## src/rtl/spi_pkg.sv

```systemverilog
// Shared state type, default widths and frame-length helpers for spi_master_frame.
// Optional parity (one bit each direction) is enabled by defining SPI_MASTER_PARITY_EN.
package spi_pkg;

    typedef enum logic [2:0] {IDLE, HS, SEND, TURN, RECV, DONE} spi_state_t;

    localparam int unsigned OPND_W_DEF = 4;
    localparam int unsigned OPR_W_DEF  = 2;
    localparam int unsigned RES_W_DEF  = 4;

`ifdef SPI_MASTER_PARITY_EN
    localparam int unsigned PAR_BITS = 1;
`else
    localparam int unsigned PAR_BITS = 0;
`endif

    function automatic int unsigned payload_len(input int unsigned opnd_w,
                                                input int unsigned opr_w);
        return 2 * opnd_w + opr_w;
    endfunction

    localparam int unsigned PAYLOAD_LEN = payload_len(OPND_W_DEF, OPR_W_DEF);

    // Cycles with CS low: handshake, payload, tx parity, turnaround, result, rx parity.
    function automatic int unsigned frame_len(input int unsigned opnd_w,
                                              input int unsigned opr_w,
                                              input int unsigned res_w,
                                              input int unsigned par_bits);
        return payload_len(opnd_w, opr_w) + res_w + 2 * par_bits + 2;
    endfunction

endpackage

```

## src/rtl/spi_shift_reg.sv

```systemverilog
// LSB-first shift register: parallel load / serial out for TX, serial in / parallel out for RX.
module spi_shift_reg #(
    parameter int unsigned W = 8
) (
    input  logic         clk_arduino,
    input  logic         reset,
    input  logic         load,
    input  logic [W-1:0] load_val,
    input  logic         shift_en,
    input  logic         serial_in,
    output logic         serial_out,
    output logic [W-1:0] q
);

    always_ff @(posedge clk_arduino) begin
        if (!reset) begin
            q <= '0;
        end else if (load) begin
            q <= load_val;
        end else if (shift_en) begin
            q <= {serial_in, q[W-1:1]};
        end
    end

    assign serial_out = q[0];

endmodule

```

## src/rtl/spi_master_frame.sv

```systemverilog
// SPI frame master for the SPI_slave ALU: handshake, operand/operator payload, turnaround, result readback.
// Define SPI_MASTER_PARITY_EN to append an even-parity bit to the payload and check one on the result.
module spi_master_frame
    import spi_pkg::*;
#(
    parameter int unsigned OPND_W = OPND_W_DEF,
    parameter int unsigned OPR_W  = OPR_W_DEF,
    parameter int unsigned RES_W  = RES_W_DEF
) (
    input  logic              clk_arduino,
    input  logic              reset,
    input  logic              start,
    input  logic [OPND_W-1:0] operand_1,
    input  logic [OPND_W-1:0] operand_2,
    input  logic [OPR_W-1:0]  operator,
    input  logic              MISO,
    output logic              MOSI,
    output logic              CS,
    output logic              busy,
    output logic              done,
    output logic [RES_W-1:0]  result,
    output logic              parity_err
);

    localparam int unsigned P     = payload_len(OPND_W, OPR_W);
    localparam int unsigned TX_W  = P + PAR_BITS;
    localparam int unsigned RX_W  = RES_W + PAR_BITS;
    localparam int unsigned CNT_W = $clog2(frame_len(OPND_W, OPR_W, RES_W, PAR_BITS));

    spi_state_t        state;
    logic [CNT_W-1:0]  cnt;
    logic [P-1:0]      payload;
    logic [TX_W-1:0]   tx_load_val;
    logic [TX_W-1:0]   tx_q_unused;
    logic              tx_bit;
    logic [RX_W-1:0]   rx_q;
    logic              rx_sout_unused;
    logic              accept;
    logic              tx_last;
    logic              rx_last;
    logic              tx_shift;
    logic              rx_shift;

    assign payload = {operator, operand_2, operand_1};
`ifdef SPI_MASTER_PARITY_EN
    assign tx_load_val = {^payload, payload};
`else
    assign tx_load_val = payload;
`endif

    // DONE has busy low, so a start there begins the next frame immediately.
    assign accept   = start && (state == IDLE || state == DONE);
    assign tx_last  = (cnt == CNT_W'(TX_W - 1));
    assign rx_last  = (cnt == CNT_W'(RX_W - 1));
    assign tx_shift = (state == HS) || (state == SEND && !tx_last);
    // The edge leaving TURN captures the first result bit.
    assign rx_shift = (state == TURN) || (state == RECV && !rx_last);

    spi_shift_reg #(.W(TX_W)) u_tx (
        .clk_arduino (clk_arduino),
        .reset       (reset),
        .load        (accept),
        .load_val    (tx_load_val),
        .shift_en    (tx_shift),
        .serial_in   (1'b0),
        .serial_out  (tx_bit),
        .q           (tx_q_unused)
    );

    spi_shift_reg #(.W(RX_W)) u_rx (
        .clk_arduino (clk_arduino),
        .reset       (reset),
        .load        (1'b0),
        .load_val    ('0),
        .shift_en    (rx_shift),
        .serial_in   (MISO),
        .serial_out  (rx_sout_unused),
        .q           (rx_q)
    );

    always_ff @(posedge clk_arduino) begin
        if (!reset) begin
            state  <= IDLE;
            cnt    <= '0;
            CS     <= 1'b1;
            MOSI   <= 1'b0;
            busy   <= 1'b0;
            done   <= 1'b0;
            result <= '0;
        end else begin
            done <= 1'b0;
            case (state)
                IDLE, DONE: begin
                    if (accept) begin
                        state <= HS;
                        CS    <= 1'b0;
                        MOSI  <= 1'b1;
                        busy  <= 1'b1;
                    end else begin
                        state <= IDLE;
                    end
                end
                HS: begin
                    state <= SEND;
                    MOSI  <= tx_bit;
                    cnt   <= '0;
                end
                SEND: begin
                    if (tx_last) begin
                        state <= TURN;
                        MOSI  <= 1'b0;
                    end else begin
                        MOSI <= tx_bit;
                        cnt  <= cnt + 1'b1;
                    end
                end
                TURN: begin
                    state <= RECV;
                    cnt   <= '0;
                end
                RECV: begin
                    if (rx_last) begin
                        state  <= DONE;
                        CS     <= 1'b1;
                        busy   <= 1'b0;
                        done   <= 1'b1;
                        result <= rx_q[RES_W-1:0];
                    end else begin
                        cnt <= cnt + 1'b1;
                    end
                end
                default: begin
                    state <= IDLE;
                end
            endcase
        end
    end

`ifdef SPI_MASTER_PARITY_EN
    always_ff @(posedge clk_arduino) begin
        if (!reset) begin
            parity_err <= 1'b0;
        end else if (state == RECV && rx_last) begin
            parity_err <= ^rx_q;
        end
    end
`else
    assign parity_err = 1'b0;
`endif

endmodule

```

## config.mk

```make
export PLATFORM = sky130hd
export DESIGN_NAME = spi_master_frame
export DESIGN_NICKNAME = d
export VERILOG_FILES = /design/src/rtl/spi_pkg.sv /design/src/rtl/spi_shift_reg.sv /design/src/rtl/spi_master_frame.sv
export SDC_FILE = /design/constraint.sdc
export NUM_CORES = 1
export LEC_CHECK = 0
export BUFFER_PORTS_ARGS = -buffer_cell sky130_fd_sc_hd__buf_2
export CAP_MARGIN = 20
export CORE_ASPECT_RATIO = 0.75
export CORE_MARGIN = 8
export CORE_UTILIZATION = 35
export CTS_BUF_LIST = sky130_fd_sc_hd__clkbuf_16
export CTS_CLUSTER_DIAMETER = 60
export DETAILED_ROUTE_END_ITERATION = 7
export PLACE_DENSITY = 0.58
export SLEW_MARGIN = 15
export SYNTH_ARGS = -nofsm -noshare
export SYNTH_HDL_FRONTEND = slang
export SYNTH_SLANG_ARGS = --single-unit
```

## constraint.sdc

```tcl
create_clock -name clk_arduino -period 3.9 [get_ports clk_arduino]
set_input_delay 0.39 -clock clk_arduino [delete_from_list [all_inputs] [get_ports clk_arduino]]
set_output_delay 0.39 -clock clk_arduino [all_outputs]
set_load 0.03 [all_outputs]
```

==> out/metrics.yaml <==
status: "completed"
wl_um: 3090
critPathKind: "reg -> reg"
tightest_slew_ps: 673
hold_path_depth: 3
worstPathRequired_ps: 4020
grt_usage_pct: 10.4
antenna_found_initial: 0
cpMaxStageDelayCell: "dfxtp_1"
fmax_mhz: 525
synth-seq-cells: 29
dieArea_mm2: 0.00626
finalWorstSetupSlack_ps: 2000
clock_skew_ps: 4.72
grt_overflow: 0
place_ws_ps: 2010
min_to: "u_rx.q[3]"
final_layout_size_suffix_gt1_share_pct: 20.6
routed-via-count: 1190
ant_nets: 0
grtUsageMet2_pct: 14.8
cp-end-kind: "register"
die_h_um: 70.5
crit_buf_inv: 0
root_buffer: "clkbuf_16"
seq_area_frac_synth_pct: 41.8
port_buffers: 21
postCtsSetupRepairBufs: 0
die_w_um: 88.7
regToRegEndpoint: "u_tx.q[1]"
dpl.hpwl_um: 2350
ys_types: 42
hold_viol_final: 0
reg2reg_depth: 4
met1_usage_pct: 13.7
min_path_type: "in -> reg"
finalSetupViolations: 0
grt_pass1_wl_um: 5130
num_rows: 19
startpoint: "state[2]"
syn_inst: 160
grt_max_degree: 22
crit_path_max_fanout: 21
hold_buffers: 0
synth.net_count: 176
clockBufferDepth: 2
yosysWarnings: 0
max_slew_margin_pct: 55.0
clk_pin_slew_ps: 50
synth_edf_count: 0
use_met3_pct: 2.77
final_common_cell: "dfxtp_1"
diodes: 0
insertion_delay_ps: 270
power.density_mw_per_mm2: 512
grt_pass1_vias: 1098
ioPinCount: 23
timing.rr.start: "state[2]"
synthFlopType: "dfxtp_1"
power.ir.vdd_worst_v: 0.000156
drt_iter0_markers: 58
firstDrtPassIters: 4
crit_arrival_ps: 2030
drv_cap: 0
synthesis.area_mm2: 0.00139
tns_ps: 0
gp_congestion: 0.764
syn_avg_cell_area_um2: 8.67
timing.final.crit_share_pct: 48.8
area_growth_pct: 17.9
core_mm2: 0.00373
top_usage_layer: "met2"
via_per_inst: 5.13
htreeDepth: 2
post-route-min-period_ps: 1900
cts_buffers: 5
p_leak_nw: 0.665
drc_errors: 0
instances_no_fill: 232
cpLargestDelayFamily: "flip-flops"
initial_utilization_pct: 37.2
slew_violations: 0
dpl.cell_count: 224
async_flop_share_pct: 0
max_stage_delay_ps: 610
fillers: 403
cts_tree: "built"
final_cell_mix: "dfxtp_1 (29), nand2_1 (25), buf_2 (21), a21oi_1 (20), o21ai_0 (9)"
wire_per_inst_um: 13.3
final_core_util_pct: 43.8
nets: 195
grt_setup_unrepaired: "false"
setup.worst_path.start_class: "register"
regToRegSetupSlack_ps: 2000
ctsResizeCount: 0
holdCritStartpoint: "MISO"
clock-sinks: 29
cp_cell_sequence: "xnor2_1 > nand3b_1 > o21ai_0 > a21oi_1"
-- power breakdown --
group	total (W)	internal (W)	switching (W)
combinational	0.000137	0.0000594	0.0000779
clock	0.000353	0.000230	0.000123
sequential	0.000348	0.000324	0.0000248
total	0.000839	0.000613	0.000225
-- layer usage --
layer  wire [um]  vias up
li1            -      611
met1        1520      549
met2        1380       25
met3         134        5
met4          59        0
met5           0        -
-- flip-flops by register name, summed over array words and instances (netlist names) --
name	cells
u_tx.q	10
cnt	4
result	4
u_rx.q	4
state	3
CS	1
MOSI	1
busy	1
done	1
-- cell usage after synthesis (3+ instances only) --
cell	number	area share [%]
o21ai_0	9	3.2
buf_2	3	1.1
nand3_1	6	2.2
nor2_1	5	1.4
dfxtp_1	29	42
nor3_1	7	2.5
nand2_1	25	6.8
a21oi_1	20	7.2
o2111ai_1	3	1.9
inv_1	4	1.1
mux2i_1	7	5.0
nand3b_1	3	1.6
-- how the worst max path moves through the flow --
stage                     end  slack (ps)  cells after the start
detailed placement  u_tx.q[1]        2010                      4
global route        u_tx.q[1]        1730                      4
finish              u_tx.q[1]        2000                      4
CTS                 u_tx.q[1]        2000                      4
floorplan              cnt[2]        2330                      6
global placement    u_tx.q[0]        2100                      4
-- area by class of cell --
class / instances / area (um^2) / share of cell area [%]
Clock buffer: 5 / 125 / 7.65
Tap cell: 52 / 65.1 / 3.98
Clock inverter: 3 / 13.8 / 0.841
Timing Repair Buffer: 21 / 105 / 6.42
Multi-Input combinational cell: 118 / 732 / 44.7
Inverter: 4 / 15.0 / 0.917
Sequential cell: 29 / 581 / 35.5
-- worst reg2reg max path, cell delays in order (launching register included) --
cell and delay (ps):
dfxtp_1 610, xnor2_1 200, nand3b_1 500, o21ai_0 390
a21oi_1 70
-- through the flow --
step	cell area, um^2	hold WS [ps]	total power [W]
5_1_grt	1640	358	0.000884
4_1_cts	1640	359	0.000851
3_5_place_dp	1500	452	0.000492
6_report	1640	363	0.000839
3_3_place_gp	1500	440	0.000487
2_1_floorplan	1390	432	0.000462
-- kinds of logic after synthesis --
| family | Yosys count | synth area share (%) |
|---|---|---|
| other cells | 1 | 0.270 |
| xor+xnor | 2 | 1.26 |
| compound gates | 46 | 21.1 |
| flops | 29 | 41.8 |
| buf+inv | 13 | 5.41 |
| fa+ha+maj | 2 | 1.80 |
| simple gates | 60 | 23.3 |
| mux | 7 | 5.05 |
Power figures use the tool's default switching activity.
